`config.mk`:
```
export PLATFORM = sky130hd
export DESIGN_NAME = cv_mem_arb
export DESIGN_NICKNAME = d
export VERILOG_FILES = /design/src/rtl/cv_mem_pkg.sv /design/src/rtl/cv_mem_arb_map.sv /design/src/rtl/cv_mem_arb.sv
export SDC_FILE = /design/constraint.sdc
export NUM_CORES = 1
export LEC_CHECK = 0
export CAP_MARGIN = 10
export CORE_MARGIN = 4
export CORE_UTILIZATION = 40
export DETAILED_ROUTE_END_ITERATION = 6
export PLACE_DENSITY_LB_ADDON = 0.05
export SLEW_MARGIN = 20
export SYNTH_ARGS = -nofsm -noshare
export SYNTH_HDL_FRONTEND = slang
export SYNTH_HIERARCHICAL = 1
export SYNTH_SLANG_ARGS = --single-unit
```
`constraint.sdc`:
```
create_clock -name clk_i -period 2.8 [get_ports clk_i]
set_input_delay 0.56 -clock clk_i [delete_from_list [all_inputs] [get_ports clk_i]]
set_output_delay 0.56 -clock clk_i [all_outputs]
set_load 0.02 [all_outputs]
```
`src/rtl/cv_mem_pkg.sv`:
```
// Shared types and constants for the ColecoVision memory arbiter:
// FSM states, decoded CPU regions and external memory base addresses.
package cv_mem_pkg;

    typedef enum logic [1:0] {
        ST_IDLE    = 2'd0,
        ST_CPU_ACC = 2'd1,
        ST_LDR_ACC = 2'd2
    } state_t;

    typedef enum logic [2:0] {
        REG_NONE = 3'd0,
        REG_BIOS = 3'd1,
        REG_RAM  = 3'd2,
        REG_URAM = 3'd3,
        REG_CART = 3'd4
    } region_t;

    localparam logic [31:0] BIOS_BASE = 32'h0000_0000;
    localparam logic [31:0] RAM_BASE  = 32'h0010_0000;
    localparam logic [31:0] URAM_BASE = 32'h0010_8000;
    localparam logic [31:0] CART_BASE = 32'h0020_0000;

endpackage

```
`src/rtl/cv_mem_arb_map.sv`:
```
// Combinational region decode: turns the active-low region selects, the
// cartridge page and the Z80 address into a region tag and a flat memory address.
module cv_mem_arb_map
    import cv_mem_pkg::*;
#(
    parameter int ADDR_W = 22
) (
    input  logic [15:0]       cpu_a,
    input  logic              bios_rom_ce_n,
    input  logic              ram_ce_n,
    input  logic              upper_ram_ce_n,
    input  logic [3:0]        cart_ce_n,
    input  logic [5:0]        cart_page,
    output region_t           region,
    output logic [ADDR_W-1:0] addr
);

    // a[15] carries no information once a region CE has been decoded
    logic unused_a15;
    assign unused_a15 = cpu_a[15];

    always_comb begin
        region = REG_NONE;
        addr   = '0;
        if (!bios_rom_ce_n) begin
            region = REG_BIOS;
            addr   = ADDR_W'(BIOS_BASE) | ADDR_W'(cpu_a[12:0]);
        end else if (!ram_ce_n) begin
            region = REG_RAM;
            addr   = ADDR_W'(RAM_BASE) | ADDR_W'(cpu_a[14:0]);
        end else if (!upper_ram_ce_n) begin
            region = REG_URAM;
            addr   = ADDR_W'(URAM_BASE) | ADDR_W'(cpu_a[14:0]);
        end else if (cart_ce_n != 4'hF) begin
            region = REG_CART;
            addr   = ADDR_W'(CART_BASE) | ADDR_W'({cart_page, cpu_a[13:0]});
        end
    end

endmodule

```
`src/rtl/cv_mem_arb.sv`:
```
// Arbitrates Z80 bus cycles and a one-entry loader write buffer onto a single
// req/ack memory port. Define CV_MEM_ARB_WDOG_EN to enable the access watchdog.
module cv_mem_arb
    import cv_mem_pkg::*;
#(
    parameter int ADDR_W  = 22,
    parameter int TIMEOUT = 255
) (
    input  logic              clk_i,
    input  logic              reset_n_i,
    input  logic [15:0]       cpu_a_i,
    input  logic [7:0]        cpu_d_i,
    output logic [7:0]        cpu_d_o,
    input  logic              cpu_rd_n_i,
    input  logic              cpu_wr_n_i,
    output logic              cpu_wait_n_o,
    input  logic              bios_rom_ce_n_i,
    input  logic              ram_ce_n_i,
    input  logic              upper_ram_ce_n_i,
    input  logic [3:0]        cart_ce_n_i,
    input  logic [5:0]        cart_page_i,
    input  logic              ldr_wr_i,
    input  logic [ADDR_W-1:0] ldr_addr_i,
    input  logic [7:0]        ldr_d_i,
    output logic              ldr_busy_o,
    output logic              mem_req_o,
    output logic              mem_we_o,
    output logic [ADDR_W-1:0] mem_addr_o,
    output logic [7:0]        mem_d_o,
    input  logic [7:0]        mem_d_i,
    input  logic              mem_ack_i,
    output logic              err_o
);

    region_t           region;
    logic [ADDR_W-1:0] cpu_addr;
    state_t            state, state_nxt;
    logic              cpu_done, last_ldr;
    logic [ADDR_W-1:0] ldr_addr_q;
    logic [7:0]        ldr_d_q;
    logic              cpu_strobe, cpu_pend, cpu_wr, cpu_ro_wr, cpu_req, ldr_req;
    logic              grant_cpu, grant_ldr, acc_end, wd_expire;

    cv_mem_arb_map #(.ADDR_W(ADDR_W)) u_map (
        .cpu_a          (cpu_a_i),
        .bios_rom_ce_n  (bios_rom_ce_n_i),
        .ram_ce_n       (ram_ce_n_i),
        .upper_ram_ce_n (upper_ram_ce_n_i),
        .cart_ce_n      (cart_ce_n_i),
        .cart_page      (cart_page_i),
        .region         (region),
        .addr           (cpu_addr)
    );

    assign cpu_wr     = !cpu_wr_n_i;
    assign cpu_strobe = (region != REG_NONE) && (!cpu_rd_n_i || !cpu_wr_n_i);
    assign cpu_pend   = cpu_strobe && !cpu_done;
    // Writes into ROM space are swallowed locally and never reach memory
    assign cpu_ro_wr  = cpu_wr && (region == REG_BIOS || region == REG_CART);
    assign cpu_req    = cpu_pend && !cpu_ro_wr;
    assign ldr_req    = ldr_busy_o;

    always_ff @(posedge clk_i) begin
        if (!reset_n_i) begin
            state <= ST_IDLE;
        end else begin
            state <= state_nxt;
        end
    end

    always_comb begin
        state_nxt = state;
        case (state)
            ST_IDLE: begin
                if (grant_cpu)      state_nxt = ST_CPU_ACC;
                else if (grant_ldr) state_nxt = ST_LDR_ACC;
            end
            ST_CPU_ACC, ST_LDR_ACC: begin
                if (acc_end) state_nxt = ST_IDLE;
            end
            default: state_nxt = ST_IDLE;
        endcase
    end

    always_comb begin
        grant_cpu    = 1'b0;
        grant_ldr    = 1'b0;
        acc_end      = 1'b0;
        cpu_wait_n_o = !cpu_pend;
        case (state)
            ST_IDLE: begin
                if (cpu_req && ldr_req) begin
                    grant_ldr = !last_ldr;
                    grant_cpu = last_ldr;
                end else begin
                    grant_cpu = cpu_req;
                    grant_ldr = ldr_req;
                end
            end
            ST_CPU_ACC, ST_LDR_ACC: acc_end = mem_ack_i || wd_expire;
            default: ;
        endcase
    end

    always_ff @(posedge clk_i) begin
        if (!reset_n_i) begin
            mem_req_o  <= 1'b0;
            mem_we_o   <= 1'b0;
            mem_addr_o <= '0;
            mem_d_o    <= '0;
            cpu_d_o    <= 8'hFF;
            cpu_done   <= 1'b0;
            ldr_busy_o <= 1'b0;
            last_ldr   <= 1'b0;
        end else begin
            if (!cpu_strobe)
                cpu_done <= 1'b0;
            else if (cpu_pend && cpu_ro_wr)
                cpu_done <= 1'b1;

            if (ldr_wr_i && !ldr_busy_o)
                ldr_busy_o <= 1'b1;

            if (grant_cpu) begin
                mem_req_o  <= 1'b1;
                mem_we_o   <= cpu_wr;
                mem_addr_o <= cpu_addr;
                mem_d_o    <= cpu_d_i;
                last_ldr   <= 1'b0;
            end else if (grant_ldr) begin
                mem_req_o  <= 1'b1;
                mem_we_o   <= 1'b1;
                mem_addr_o <= ldr_addr_q;
                mem_d_o    <= ldr_d_q;
                last_ldr   <= 1'b1;
            end

            // Completion by ack or watchdog; a timed-out read returns open-bus 0xFF
            if (acc_end) begin
                mem_req_o <= 1'b0;
                mem_we_o  <= 1'b0;
                if (state == ST_CPU_ACC) begin
                    cpu_done <= 1'b1;
                    if (!mem_we_o)
                        cpu_d_o <= mem_ack_i ? mem_d_i : 8'hFF;
                end else begin
                    ldr_busy_o <= 1'b0;
                end
            end
        end
    end

    always_ff @(posedge clk_i) begin
        if (ldr_wr_i && !ldr_busy_o) begin
            ldr_addr_q <= ldr_addr_i;
            ldr_d_q    <= ldr_d_i;
        end
    end

`ifdef CV_MEM_ARB_WDOG_EN
    logic [7:0] wd_cnt;

    assign wd_expire = (state != ST_IDLE) && !mem_ack_i && (wd_cnt == 8'(TIMEOUT - 1));

    always_ff @(posedge clk_i) begin
        if (!reset_n_i) begin
            wd_cnt <= 8'd0;
            err_o  <= 1'b0;
        end else begin
            if (state == ST_IDLE || acc_end)
                wd_cnt <= 8'd0;
            else
                wd_cnt <= wd_cnt + 8'd1;
            if (wd_expire)
                err_o <= 1'b1;
        end
    end
`else
    logic [31:0] unused_timeout;
    assign unused_timeout = 32'(TIMEOUT);
    assign wd_expire      = 1'b0;
    assign err_o          = 1'b0;
`endif

endmodule

```
==> flow_summary.ini <==
[run_status]
status = finished, final reports clean

[logic_synthesis]
synth_top_area_share_pct = 27.2
synth_seq_cells = 75
syn_area_um2 = 3310
async_flop_share_pct = 0
synthCells = 328
ys_top_cells_by_area = dfxtp_1, edfxtp_1, o21ai_0
yosysTopAreaCell = dfxtp_1
seq_area_frac_synth_pct = 54.5
synth_edf_count = 30
ys_types = 43
yosys_warnings = 6
synth_flop_cell = dfxtp_1
avgSynthCellArea_um2 = 10.1
synth_nets = 411

[cts]
cts_buffer_depth = 2
cts_sinks = 75
clk_latency_ns = 0.34
htreeDepth = 3
cts_buffers = 9
cts_tree = done
cts_hold_buf = 0
clk_pin_slew_ns = 0.08
cts-root-buf = clkbuf_8

[critical_path]
crit_path_start_kind = primary input
cp-end-kind = output pin
reg2reg_depth = 7
crit_arrival_ns = 2.13
rrSetupSlack_ns = 0.84
path_class = in2out
critPathRequiredTime_ns = 2.24
critPathMaxFanout = 4

[power_and_ir_drop]
p_leak_nw = 1.79
p_total_mw = 3.37
powerDensity_nw_per_um2 = 684
peakVddDrop_mv = 0.306

[die]
die_w_um = 98.9
rows = 32
core-area_um2 = 7890
dieArea_um2 = 9790
start_util_pct = 41.9
die_y_um = 98.9
ioPinCount = 124

[global_routing]
grt_pass1_wl_um = 15000
gr-total-overflow = 0
track_usage_pct = 19.1
grt_pass1_vias = 3027
antenna_found_initial = 0
grt_max_degree = 44

[final_layout]
mostFrequentLayoutCell = clkdlybuf4s50_1
drive_gt1_share_pct = 14.5
num_antenna_cells = 0
area_growth_pct = 49.1
final.fill_count = 642
layout_common_cells = clkdlybuf4s50_1, dfxtp_1, o21ai_0
fin_cells = 565
layout.nets = 541

[min_path]
hold_class = reg2reg
hold_depth = 1

[timing]
setup_viol = 0
fin_ws_ns = 0.113
whs_ns = 0.515
period_share_pct = 96.0
finClkSkew_ns = 0.00581
rsz0062_at_grt = true
worstMarginPinSlew_ns = 0.566
slew_violations = 0
slew-limit-headroom_pct = 62.2
hold_viol_final = 0
fmax_mhz = 372
fin_crit_ns = 2.69

[route]
vias = 3058
via_per_inst = 5.41
finalWirelength_um = 9380
drtIter0Drc = 114
ant_nets = 0
drt_pre_antenna_iters = 5
drc = 0
wl_per_cell_um = 16.6

[place]
dp_cells = 549
numPortBuffers = 121
dp_hpwl_um = 6450
routabilityCongestion = 0.799
dp_slack_ns = -0.173

[flow_run]
drv_cap = 0
## logic make-up after synthesis
| logic type | share of synthesized area, % |
|---|---|
| AO/OA/AOI/OAI | 25.3 |
| AND/OR/NAND/NOR | 13.0 |
| flip-flops | 54.5 |
| buffers and inverters | 5.41 |
| adder cells (fa/ha/maj) | 1.06 |
| multiplexers | 0.605 |
| other | 0.113 |
## cells in the mapped netlist (2+ instances only)
cell,number
nor2b_1,2
nor3_1,2
o21ai_1,29
nand4_1,2
nor2_1,13
nor3b_1,8
mux2i_1,2
buf_4,4
o21ai_0,42
inv_1,6
nand2_1,6
nand2b_1,3
dfxtp_1,45
buf_2,4
a21boi_2,10
a21boi_0,4
edfxtp_1,30
a21oi_1,5
a31oi_1,32
nand3_1,33
and3_2,4
ha_1,2
clkbuf_1,20
## what timing repair did
item                       CTS  global route
setup buffers                0             0
setup endpoints to repair    1             1
gates resized for setup      1             0
## area by class of cell
type / count / area [µm²] / share of cell area (%)
Multi-Input combinational cell: 217 / 1350 / 27.3
Tap cell: 102 / 128 / 2.59
Inverter: 6 / 22.5 / 0.457
Clock inverter: 4 / 46.3 / 0.939
Clock buffer: 12 / 166 / 3.38
Timing Repair Buffer: 149 / 1420 / 28.8
Sequential cell: 75 / 1800 / 36.5
## stage by stage
stage	area (µm²)	TNS, ns	utilization, %
2_1_floorplan	3310	0	-
3_3_place_gp	4720	-1.23	59.8
3_5_place_dp	4720	-1.20	59.8
4_1_cts	4930	0	62.5
5_1_grt	4930	-0.0127	62.5
6_report	4930	0	62.5
## critical path, stage by stage
cell,delay [ns]
clkdlybuf4s50_1,0.42
and3_1,0.24
and2_2,0.21
nor3_1,0.20
nand2b_1,0.16
dlygate4sd2_1,0.34
## report_power, final
part           switching [mW]  internal (mW)
registers              0.0812           1.30
clock network           0.397          0.488
logic                   0.596          0.505
total                    1.08           2.29
## metal layers
metal / up-vias / GRT usage [%] / wire length, µm
met4: 0 / 6.83 / 131
met5: - / 0 / 0
met2: 124 / 32.1 / 4540
met3: 10 / 4.10 / 664
met1: 1434 / 24.2 / 4040
li1: 1490 / - / -
## final timing paths
path | start | to
hold / removal | mem_req_o | mem_req_o
hold reg to reg | mem_req_o | mem_req_o
setup reg to reg | state[1] | mem_addr_o[13]
setup / recovery | bios_rom_ce_n_i | cpu_wait_n_o
## flip-flops by register name (all words and copies together), names as in the netlist
name	count
cpu_d_o	8
cpu_done	1
last_ldr	1
ldr_addr_q	22
ldr_busy_o	1
ldr_d_q	8
mem_addr_o	22
mem_d_o	8
mem_req_o	1
mem_we_o	1
state	2
No activity file was read; power rests on OpenSTA's default activity.
